### src/rtl/period_qualifier.sv
// period_qualifier: synchronises and glitch-filters comp_in, measures its period and flags lock.
// Define PERIOD_QUAL_DUTY_EN to add the high_time output and duty-cycle matching.
module period_qualifier #(
  parameter int unsigned CNT_WIDTH     = 20,
  parameter int unsigned SYNC_STAGES   = 2,
  parameter int unsigned GLITCH_CYCLES = 4,
  parameter int unsigned TOL           = 8,
  parameter int unsigned LOCK_COUNT    = 4,
  parameter int unsigned TIMEOUT       = (1 << 20) - 1
) (
  input  logic                 clk,
  input  logic                 rst,
  input  logic                 enable,
  input  logic                 comp_in,
  output logic                 signal_out,
  output logic                 edge_pulse,
  output logic [CNT_WIDTH-1:0] period,
  output logic                 period_valid,
  output logic                 stable
`ifdef PERIOD_QUAL_DUTY_EN
  ,
  output logic [CNT_WIDTH-1:0] high_time
`endif
);

  localparam int unsigned RUN_W   = (GLITCH_CYCLES > 1) ? $clog2(GLITCH_CYCLES) : 1;
  localparam int unsigned MATCH_W = $clog2(LOCK_COUNT + 1);

  localparam logic [CNT_WIDTH-1:0] TIMEOUT_C  = CNT_WIDTH'(TIMEOUT);
  localparam logic [CNT_WIDTH-1:0] TOL_C      = CNT_WIDTH'(TOL);
  localparam logic [RUN_W-1:0]     RUN_LAST   = RUN_W'(GLITCH_CYCLES - 1);
  localparam logic [MATCH_W-1:0]   MATCH_LAST = MATCH_W'(LOCK_COUNT - 1);
  localparam logic [MATCH_W-1:0]   MATCH_FULL = MATCH_W'(LOCK_COUNT);

  localparam logic [1:0] S_IDLE = 2'd0;
  localparam logic [1:0] S_SEEK = 2'd1;
  localparam logic [1:0] S_MEAS = 2'd2;
  localparam logic [1:0] S_LOCK = 2'd3;

  logic [SYNC_STAGES-1:0] r_sync;
  logic [RUN_W-1:0]       r_run;
  logic                   r_level;
  logic                   r_edge;
  logic [CNT_WIDTH-1:0]   r_cnt;
  logic [CNT_WIDTH-1:0]   r_prev;
  logic [CNT_WIDTH-1:0]   r_period;
  logic                   r_pv;
  logic [1:0]             r_state;
  logic [1:0]             w_state_nxt;
  logic [MATCH_W-1:0]     r_match;
  logic [MATCH_W-1:0]     w_match_nxt;
  logic                   r_prev_ok;
  logic                   w_prev_ok_nxt;
  logic                   r_stable;
  logic                   w_stable_nxt;
  logic                   w_sample;
  logic                   w_timeout;
  logic                   w_take;
  logic                   w_match;
  logic                   w_duty_ok;

  function automatic logic [CNT_WIDTH-1:0] abs_diff(input logic [CNT_WIDTH-1:0] a,
                                                    input logic [CNT_WIDTH-1:0] b);
    return (a > b) ? (a - b) : (b - a);
  endfunction

  assign w_sample = r_sync[SYNC_STAGES-1];

  always_ff @(posedge clk or posedge rst) begin
    if (rst) r_sync <= '0;
    else     r_sync <= {r_sync[SYNC_STAGES-2:0], comp_in};
  end

  // Run of samples disagreeing with the filtered level; a full run flips the level.
  always_ff @(posedge clk or posedge rst) begin
    if (rst) begin
      r_run   <= '0;
      r_level <= 1'b0;
      r_edge  <= 1'b0;
    end else begin
      r_edge <= 1'b0;
      if (w_sample == r_level) begin
        r_run <= '0;
      end else if (r_run == RUN_LAST) begin
        r_run   <= '0;
        r_level <= w_sample;
        r_edge  <= w_sample;
      end else begin
        r_run <= r_run + RUN_W'(1);
      end
    end
  end

  // Period counter: restarts at 1 on each qualified edge, saturates at TIMEOUT.
  always_ff @(posedge clk or posedge rst) begin
    if (rst) begin
      r_cnt <= '0;
    end else if (!enable || (r_state == S_IDLE)) begin
      r_cnt <= '0;
    end else if (r_edge) begin
      r_cnt <= CNT_WIDTH'(1);
    end else if (r_cnt != TIMEOUT_C) begin
      r_cnt <= r_cnt + CNT_WIDTH'(1);
    end
  end

  assign w_timeout = (r_cnt == TIMEOUT_C);
  assign w_take    = enable && r_edge && !w_timeout &&
                     ((r_state == S_MEAS) || (r_state == S_LOCK));
  assign w_match   = r_prev_ok && (abs_diff(r_cnt, r_prev) <= TOL_C) && w_duty_ok;

`ifdef PERIOD_QUAL_DUTY_EN
  logic [CNT_WIDTH-1:0] r_hcnt;
  logic [CNT_WIDTH-1:0] r_high_time;
  logic [CNT_WIDTH-1:0] r_prev_hi;

  always_ff @(posedge clk or posedge rst) begin
    if (rst) begin
      r_hcnt <= '0;
    end else if (!enable || (r_state == S_IDLE)) begin
      r_hcnt <= '0;
    end else if (r_edge) begin
      r_hcnt <= CNT_WIDTH'(1);
    end else if (r_level && (r_hcnt != TIMEOUT_C)) begin
      r_hcnt <= r_hcnt + CNT_WIDTH'(1);
    end
  end

  always_ff @(posedge clk or posedge rst) begin
    if (rst) begin
      r_high_time <= '0;
      r_prev_hi   <= '0;
    end else if (w_take) begin
      r_high_time <= r_hcnt;
      r_prev_hi   <= r_hcnt;
    end
  end

  assign w_duty_ok = (abs_diff(r_hcnt, r_prev_hi) <= TOL_C);
  assign high_time = r_high_time;
`else
  assign w_duty_ok = 1'b1;
`endif

  // Measurement capture: period and previous-period reference.
  always_ff @(posedge clk or posedge rst) begin
    if (rst) begin
      r_period <= '0;
      r_prev   <= '0;
      r_pv     <= 1'b0;
    end else begin
      r_pv <= w_take;
      if (w_take) begin
        r_period <= r_cnt;
        r_prev   <= r_cnt;
      end
    end
  end

  always_ff @(posedge clk or posedge rst) begin
    if (rst) begin
      r_state   <= S_IDLE;
      r_match   <= '0;
      r_prev_ok <= 1'b0;
      r_stable  <= 1'b0;
    end else begin
      r_state   <= w_state_nxt;
      r_match   <= w_match_nxt;
      r_prev_ok <= w_prev_ok_nxt;
      r_stable  <= w_stable_nxt;
    end
  end

  // Lock FSM: enable loss beats timeout, timeout beats a coincident edge.
  always_comb begin
    w_state_nxt   = r_state;
    w_match_nxt   = r_match;
    w_prev_ok_nxt = r_prev_ok;
    w_stable_nxt  = r_stable;
    if (!enable) begin
      w_state_nxt   = S_IDLE;
      w_match_nxt   = '0;
      w_prev_ok_nxt = 1'b0;
      w_stable_nxt  = 1'b0;
    end else begin
      case (r_state)
        S_IDLE: w_state_nxt = S_SEEK;
        S_SEEK: begin
          if (r_edge) begin
            w_state_nxt   = S_MEAS;
            w_prev_ok_nxt = 1'b0;
          end
        end
        S_MEAS, S_LOCK: begin
          if (w_timeout) begin
            w_state_nxt   = S_SEEK;
            w_match_nxt   = '0;
            w_prev_ok_nxt = 1'b0;
            w_stable_nxt  = 1'b0;
          end else if (r_edge) begin
            w_prev_ok_nxt = 1'b1;
            if (!w_match) begin
              w_state_nxt  = S_MEAS;
              w_match_nxt  = '0;
              w_stable_nxt = 1'b0;
            end else if (r_state == S_MEAS) begin
              if (r_match == MATCH_LAST) begin
                w_state_nxt  = S_LOCK;
                w_match_nxt  = MATCH_FULL;
                w_stable_nxt = 1'b1;
              end else begin
                w_match_nxt = r_match + MATCH_W'(1);
              end
            end
          end
        end
        default: w_state_nxt = S_IDLE;
      endcase
    end
  end

  assign signal_out   = r_level;
  assign edge_pulse   = r_edge;
  assign period       = r_period;
  assign period_valid = r_pv;
  assign stable       = r_stable;

endmodule

### config.mk
export PLATFORM = sky130hd
export DESIGN_NAME = period_qualifier
export DESIGN_NICKNAME = d
export VERILOG_FILES = /design/src/rtl/period_qualifier.sv
export SDC_FILE = /design/constraint.sdc
export NUM_CORES = 1
export LEC_CHECK = 0
export CORE_ASPECT_RATIO = 0.7
export CORE_MARGIN = 5
export CORE_UTILIZATION = 65
export CTS_BUF_LIST = sky130_fd_sc_hd__clkbuf_4 sky130_fd_sc_hd__clkbuf_8
export CTS_CLUSTER_SIZE = 16
export DETAILED_ROUTE_END_ITERATION = 10
export GPL_TIMING_DRIVEN = 0
export PLACE_DENSITY = 0.92
export SLEW_MARGIN = 20
export SYNTH_ARGS = -nofsm -noshare
export SYNTH_HDL_FRONTEND = slang
export SYNTH_SLANG_ARGS = --single-unit
### constraint.sdc
create_clock -name clk -period 11.5 [get_ports clk]
set_input_delay 1.15 -clock clk [delete_from_list [all_inputs] [get_ports clk]]
set_output_delay 1.15 -clock clk [all_outputs]
set_load 0.01 [all_outputs]
Word level (Yosys, flattened, before mapping) --
Cells that the tools add are included.
Storage, ports and cells: flip-flop bits (word level) 54, memory bits (writable) 0, ROM bits 0, memories 0, output and inout bits 24, latch bits 0, logic and storage cells 87, input bits 4
Cells by class: shift-type cells 0, reductions and logical operators 16, equal/unequal tests 17, divide/modulo/power cells 0, bitwise operators 1, add/sub/neg operators 5, $lt $le $gt $ge 2, $mul 0, mux-type cells 35
Operators by type and width (count):
- $mux W20 | 4
- $sub A20 B20 Y20 | 2
- $mux W3 | 7
- $add A20 B1 Y20 const B | 1
- $eq A20 B20 Y1 const B | 1
- $gt A20 B20 Y1 | 1
- $le A20 B4 Y1 const B | 1
- $ne A20 B20 Y1 const B | 1
- $mux W2 | 9
- $mux W1 | 13
- $ne A5 B5 Y1 const B | 2
- $ne A4 B3 Y1 const B | 2
- $reduce_and A4 Y1 | 2
- $eq A2 B2 Y1 const B | 3
- $ne A3 B1 Y1 const B | 2
- $pmux W2 S3 | 1
- $reduce_and A3 Y1 | 2
- $logic_and A1 B1 Y1 | 4
- $ne A4 B4 Y1 const B | 1
- $add A3 B1 Y3 const B | 1
- $eq A3 B2 Y1 const B | 1
- $ne A3 B3 Y1 const B | 1
- $reduce_bool A3 Y1 | 1
- $add A2 B1 Y2 const B | 1
- 10 further kinds | 12

Longest topological paths before layout --
Gate-level depths: netlist of the first run.
depth in word-level cells 9, depth in mapped cells 15, mapped depth without buffers 13

Worst setup path before layout of the first run --
No wires, ideal clock.
path type flip-flop to flip-flop, start point register period[11] (netlist name), end point register r_match[1], setup slack 7789 ps, buffers on the path 1, clock period less this slack 3711 ps, arrival time 3634 ps, cell stages (with the launch flop) 14, setup time 78 ps, data required time 11422 ps, cell sequence dfrtp_1 inv_1 ha_1 buf_4 nand4_4 or4_4 o221ai_4 nand3_2 or4b_1 o41ai_2 nand3_1 or4_4 or3_4 o2bb2ai_1
RTL lines:
- end signal: assignment | RTL line 168 | r_match <= w_match_nxt;
- end: declaration | RTL line 50 | logic [MATCH_W-1:0] r_match;

Worst setup path in the final report of the first run --
start point register r_cnt[5], end point register r_match[1]
Between the ends: longest elaborated chain between the ends 9, elaborated cells on any way between the ends 15, those cells by class add/sub: 2; order compare: 2; eq/ne: 3; mux: 6; reduce/logical: 2
RTL lines:
- start: declaration | RTL line 44 | logic [CNT_WIDTH-1:0] r_cnt;
- start signal: assignment | RTL line 103 | r_cnt <= r_cnt + CNT_WIDTH'(1);
- $sub A20 B20 Y20 / $gt A20 B20 Y1 (equally long branches) | RTL line 64 | return (a > b) ? (a - b) : (b - a);
- $mux W20 | RTL line 64
- $le A20 B4 Y1 | RTL line 110 | assign w_match = r_prev_ok && (abs_diff(r_cnt, r_prev) <= TOL_C) && w_duty_ok;
- $logic_and A1 B1 Y1 | RTL line 110
- $mux W3 | RTL line 202 | if (!w_match) begin
- $mux W3 | RTL line 200 | end else if (r_edge) begin
- $mux W3 | RTL line 195 | if (w_timeout) begin
- $mux W3 | RTL line 186 | case (r_state)
- $mux W3 | RTL line 180 | if (!enable) begin
Parallel ways exist; a longest one is shown, timed or not. The select of a mux whose other input is x is not followed. A chain may end at the register's enable or synchronous reset.

==> results of run 1 <==
layout by cell type, fill, tap and decap left out, drive strengths merged, types with 6 or more instances in the layout:
cell type	n
clkbuf	17
o21ai	50
xnor2	30
nand3	9
nor2	62
a21oi	35
nor3	13
a31oi	7
buf	15
dfrtp	54
mux2i	9
nand2b	6
ha	43
clkdlybuf4s50	27
a211oi	8
nand4	17
inv	55
a21o	11
nand2	61
report_power, final:
part | switching (W) | internal [W]
sequential | 0.00000563 | 0.000196
combinational | 0.0000387 | 0.0000302
clock | 0.0000756 | 0.0000719
total | 0.000120 | 0.000298
area by class of cell:
cell class | count | area (um^2) | share of cell area, %
plain buffers | 25 | 121 | 2.37
clock buffers | 6 | 82.6 | 1.61
clock inverters | 2 | 38.8 | 0.756
inverters | 54 | 203 | 3.95
multi-input cells | 442 | 2930 | 57.0
flip-flops and latches | 54 | 1350 | 26.3
well taps | 94 | 118 | 2.29
repair buffers | 28 | 290 | 5.66
cell families (layout without fill, tap and decap cells):
family	count (synthesis)	in the layout	synth area share, %
mux	11	11	2.45
simple gates	205	205	22.1
xor+xnor	35	35	6.67
buf+inv	79	115	7.05
fa+ha+maj	43	43	11.7
compound gates	148	148	20.6
flops	54	54	29.4
critical path, cell delays in order, from the launching register on:
cell and delay (ns):
dfrtp_1 0.48, ha_1 0.40, inv_1 0.20, a211oi_1 0.10, nor3_1 0.67, mux2i_1 0.31
o221ai_1 0.14, or4b_1 0.52, o41ai_2 0.27, nand3_1 0.11, or4_4 0.54, or3_4 0.36
o2bb2ai_1 0.19
metrics by stage:
stage	util (%)	power, W
floorplan	-	0.000251
global placement	73.1	0.000268
detailed placement	73.5	0.000273
CTS	75.2	0.000416
global route	75.2	0.000435
finish	75.2	0.000418
worst max-delay path by stage:
stage / startpoint / endpoint / cells past startpoint
final: r_cnt[5] / r_match[1] / 12
after global routing: period[5] / r_match[1] / 13
after CTS: r_cnt[2] / r_match[1] / 13
after detailed placement: r_cnt[2] / r_match[1] / 13
after global placement: r_cnt[5] / r_match[1] / 12
after floorplan: period[11] / r_match[1] / 13
sequential cells by signal, summed over array words and instances (netlist names):
register      cells
edge_pulse        1
period           20
period_valid      1
r_cnt            20
r_match           3
r_prev_ok         1
r_run             2
r_state           2
r_sync            2
signal_out        1
stable            1
routing by layer:
metal	routed length, um	vias up	track usage [%]
li1	-	2082	-
met1	6110	2169	46.3
met2	5780	267	47.0
met3	1620	20	9.49
met4	204	0	9.10
met5	0	-	0
==> results.ini, run 1 <==
[global_routing]
grt_usage_pct = 32.2
antenna_found_initial = 0
first_global_vias = 4274
gr-total-overflow = 0
grt_pass1_wl_um = 22500
grt_max_degree = 34

[synthesis]
ys_warn_count = 0
yosys.area.top_type_share_pct = 29.4
avgSynthCellArea_um2 = 7.99
yosysUniqueCellTypes = 64
seq_area_frac_synth_pct = 29.4
synthTopCellsByArea = dfrtp_1 29%, ha_1 12%, xnor2_1 5.7%
yosys.area.top_type = dfrtp_1
ys.flop_type = dfrtp_1
synthesis.area_um2 = 4600
ys_top_cells_by_count = 62 x nor2_1, 60 x nand2_1, 54 x dfrtp_1, 54 x inv_1, 43 x ha_1
ys_ff_latch = 54
synthArstFlopShare_pct = 100
synth-edff-count = 0
yosysMostFrequentCell = nor2_1
synth_nets = 622
syn_inst = 575

[worst_setup_path]
crit_type = reg -> reg
r2r-end = r_match[1]
worstSetupEndpointType = flop
critPathArrivalTime_ns = 4.63
reg2reg_depth = 12
required_ns = 11.76
rrSetupSlack_ns = 7.13
regToRegStartpoint = r_cnt[5]
crit_path_start_kind = flop
worstPathMaxFanout = 6

[floorplan]
ioPinCount = 28
chipWidth_um = 111
die-height_um = 80.4
die-area_um2 = 8880
start_util_pct = 67.4
row_count = 25
core_um2 = 6820

[routing]
wl_per_cell_um = 19.5
drt_iter0_drc = 493
drtPass1Iterations = 6
drc = 0
routed_via_density = 6.44
vias = 4538
routed_wl_um = 13700
ant_nets = 0

[timing]
tightest_slew_ns = 0.795
setup_viol = 0
slew_headroom_pct = 46.6
tns_ns = 0
rsz0062_at_grt = false
hold_ws_ns = 0.391
fmax_ghz = 0.229
fin_crit_sh_pct = 38.0
clock_skew_ns = 0.0114
layout_min_cycle_time_ns = 4.37
setup_ws_ns = 7.13
drv_slew = 0
hold_viol = 0

[clocking]
cts_tree = done
post_cts_buffers = 0
cts.sinks = 54
clock_latency_ns = 0.34
cts.repair.resized = 0
h-tree-depth = 2
cts-root-buf = clkbuf_8
clk_path_buf_depth = 2
cts_made_buffers = 5
holdBufCountCts = 0
clkTransAtPathRegs_ns = 0.11

[worst_hold_path]
hold_path_startpoint = r_sync[0]
hold_class = reg -> reg
min_to = r_sync[1]
hold_depth = 0

[final_layout]
final_area_um2 = 5130
synthToLayoutAreaGrowth_pct = 11.6
final_cells = 705
finish.net_count = 657
layout-drive-gt1-share_pct = 6.22
diodes = 0
fillers = 538

[job]
drv_cap = 0

[placement]
pre_cts_slack_ns = 7.27
place_hpwl_um = 10800
port_buffers = 27
dpl_cell_area_um2 = 5010
dpl.cell_count = 697
gp_congestion = 0.986

[outcome]
status = complete, no violations

[pwr]
cellLeakagePower_nw = 2.35
powerDensity_nw_per_um2 = 81.5
irDropWorstVdd_mv = 0.0916

Note: power is estimated with default switching activity, not from simulation.
==> inputs of run 2 (changes only) <==
Settings changed: CORE_UTILIZATION 65 to 62, PLACE_DENSITY 0.92 to 0.89.
Clock period 11.5 ns to 4.2 ns, I/O delays scaled along.
==> run 2 against run 1 <==
  * Sequential cell count is the same
  * Fmax grew 6.7%
  * Global-route usage shrank 2.1 points
  * Register-to-register slack lost 7.0 ns
  * Clock power grew 120%
  * Final cell count grew 1.8%
  * Combinational power grew to 2.8 times the previous value
  * Sequential power grew to 2.7 times the previous value
  * Clock skew shrank 0.0069 ns
  * Critical path type unchanged
  * Highest routed layer unchanged
==> results.ini, run 2 (synthesized netlist as in run 1, its figures left out) <==
[outcome]
status = complete, no violations

[worst_hold_path]
hold_depth = 0  ; unchanged
hold_class = reg -> reg

[global_routing]
grt_max_degree = 33  ; -2.9%
antenna_found_initial = 0  ; unchanged
first_global_vias = 4129  ; -3.4%
use_met2_pct = 46.2  ; -0.82 points
grt_use_met3_pct = 6.70  ; -2.8 points
grt_usage_pct = 30.2  ; -2.1 points
gr-total-overflow = 0  ; unchanged
grt_busiest_layer = met2
grt_pass1_wl_um = 21700  ; -3.6%
grtUsageMet1_pct = 43.5  ; -2.8 points

[placement]
gp_congestion = 0.991  ; +0.50%
port_buffers = 27  ; unchanged
dpl_cell_area_um2 = 5010  ; +0.10%
place_hpwl_um = 10600  ; -1.6%

[final_layout]
synthToLayoutAreaGrowth_pct = 13.7
diodes = 0  ; unchanged
layout-drive-gt1-share_pct = 8.87  ; +2.7 points
finish.net_count = 666  ; +1.4%
final_area_um2 = 5230  ; +1.9%
final_cell_mix = 62 x nor2_1, 59 x nand2_1, 53 x inv_1
utilization_pct = 72.1  ; -3.2 points
final_common_cell = nor2_1

[routing]
wl_per_cell_um = 19.3  ; -0.62%
vias = 4521  ; -0.37%
drt_iter0_drc = 463  ; -6.1%
ant_nets = 0  ; unchanged
routed_wl_um = 13900  ; +1.2%
drtPass1Iterations = 6  ; unchanged
routed_via_density = 6.30  ; -2.2%
drc = 0  ; unchanged

[clocking]
cts_tree = done
cts.sinks = 54  ; unchanged
cts_made_buffers = 5  ; unchanged
cts-root-buf = clkbuf_8
clock_latency_ns = 0.32  ; -0.02 ns
clk_path_buf_depth = 2  ; unchanged
clkTransAtPathRegs_ns = 0.11  ; about the same
h-tree-depth = 2  ; unchanged
holdBufCountCts = 0  ; unchanged

[worst_setup_path]
rrSetupSlack_ns = 0.10  ; -7.02 ns
worstSetupEndpointType = flop
cpPeakStageDelay_ns = 0.55  ; -0.12 ns
required_ns = 4.45  ; -7.31 ns
crit_cells = 14  ; +2
reg2reg_depth = 14  ; +2
slowest_stage = or4_4
critPathBufInv = 2  ; +1
path_cells = inv_1 > ha_1 > clkbuf_4 > o21ai_1 > nor2_1 > nand4b_1 > a21oi_1 > a2111oi_0 > or4b_4 > o41ai_2 > nand3_1 > or4_4 > or3_4 > o2bb2ai_1
critPathTopFamily = simple AND/OR/NAND/NOR gates
critPathArrivalTime_ns = 4.34  ; -0.29 ns
crit_type = reg -> reg
worstPathMaxFanout = 10  ; +4
crit_path_start_kind = flop

[timing]
slew_headroom_pct = 51.7  ; +5.1 points
fin_crit_sh_pct = 97.5  ; +60 points
rsz0062_at_grt = true
clock_skew_ns = 0.00456  ; -0.00688 ns
drv_slew = 0  ; unchanged
setup_viol = 0  ; unchanged
layout_min_cycle_time_ns = 4.10  ; -0.276 ns
hold_viol = 0  ; unchanged
tightest_slew_ns = 0.718  ; -0.0769 ns
fmax_ghz = 0.244  ; +6.7%

[job]
drv_cap = 0  ; unchanged

[pwr]
powerDensity_nw_per_um2 = 204  ; +150%
irDropWorstVdd_mv = 0.239  ; +160%
cellLeakagePower_nw = 2.41  ; +2.7%

[floorplan]
die-area_um2 = 9260  ; +4.3%
die-height_um = 82.0  ; +2.1%
start_util_pct = 63.4  ; -4.0 points
chipWidth_um = 113  ; +2.2%
ioPinCount = 28  ; unchanged
row_count = 26  ; +4.0%
core_um2 = 7250  ; +6.4%

run 2: where the power goes:
part	internal [W]	switching (W)
Combinational	0.0000836	0.000108
Sequential	0.000537	0.0000146
Clock	0.000124	0.000200
Total	0.000745	0.000322
run 2: metal layers:
| metal | up-vias | routed length, um |
|---|---|---|
| met2 | 267 | 6060 |
| met3 | 23 | 1460 |
| met1 | 2140 | 6150 |
| met5 | - | 0 |
| met4 | 0 | 210 |
| li1 | 2091 | - |
run 2: final timing paths:
path,endpoint,startpoint
setup reg to reg,r_match[1],period[8]
hold reg to reg,r_sync[1],r_sync[0]
max in group asynchronous,r_cnt[10],rst
hold / removal,r_sync[1],r_sync[0]
min in group asynchronous,r_sync[0],rst
setup / recovery,r_match[1],period[8]
run 2: per-stage QoR:
stage	instances	hold slack, ns	setup TNS (ns)	setup slack (ns)	total power, W
2_1_floorplan	575	0.331	0	0.489	0.000687
3_3_place_gp	700	0.331	0	0.0525	0.000734
3_5_place_dp	701	0.368	0	0.111	0.000746
4_1_cts	709	0.394	0	0.0732	0.00106
5_1_grt	718	0.408	-0.00974	-0.00974	0.00111
6_report	718	0.391	0	0.103	0.00107
run 2: final cells by class:
class | count | area, um^2
well taps | 98 | 123
repair buffers | 37 | 358
plain buffers | 25 | 129
clock inverters | 3 | 28.8
clock buffers | 5 | 68.8
fillers | 533 | 2030
inverters | 54 | 203
flip-flops and latches | 54 | 1350
multi-input cells | 442 | 2970
run 2: what timing repair did:
item / CTS / global route
setup endpoints to repair: 0 / 12
resized for setup: 0 / 14
buffers inserted: 0 / 9
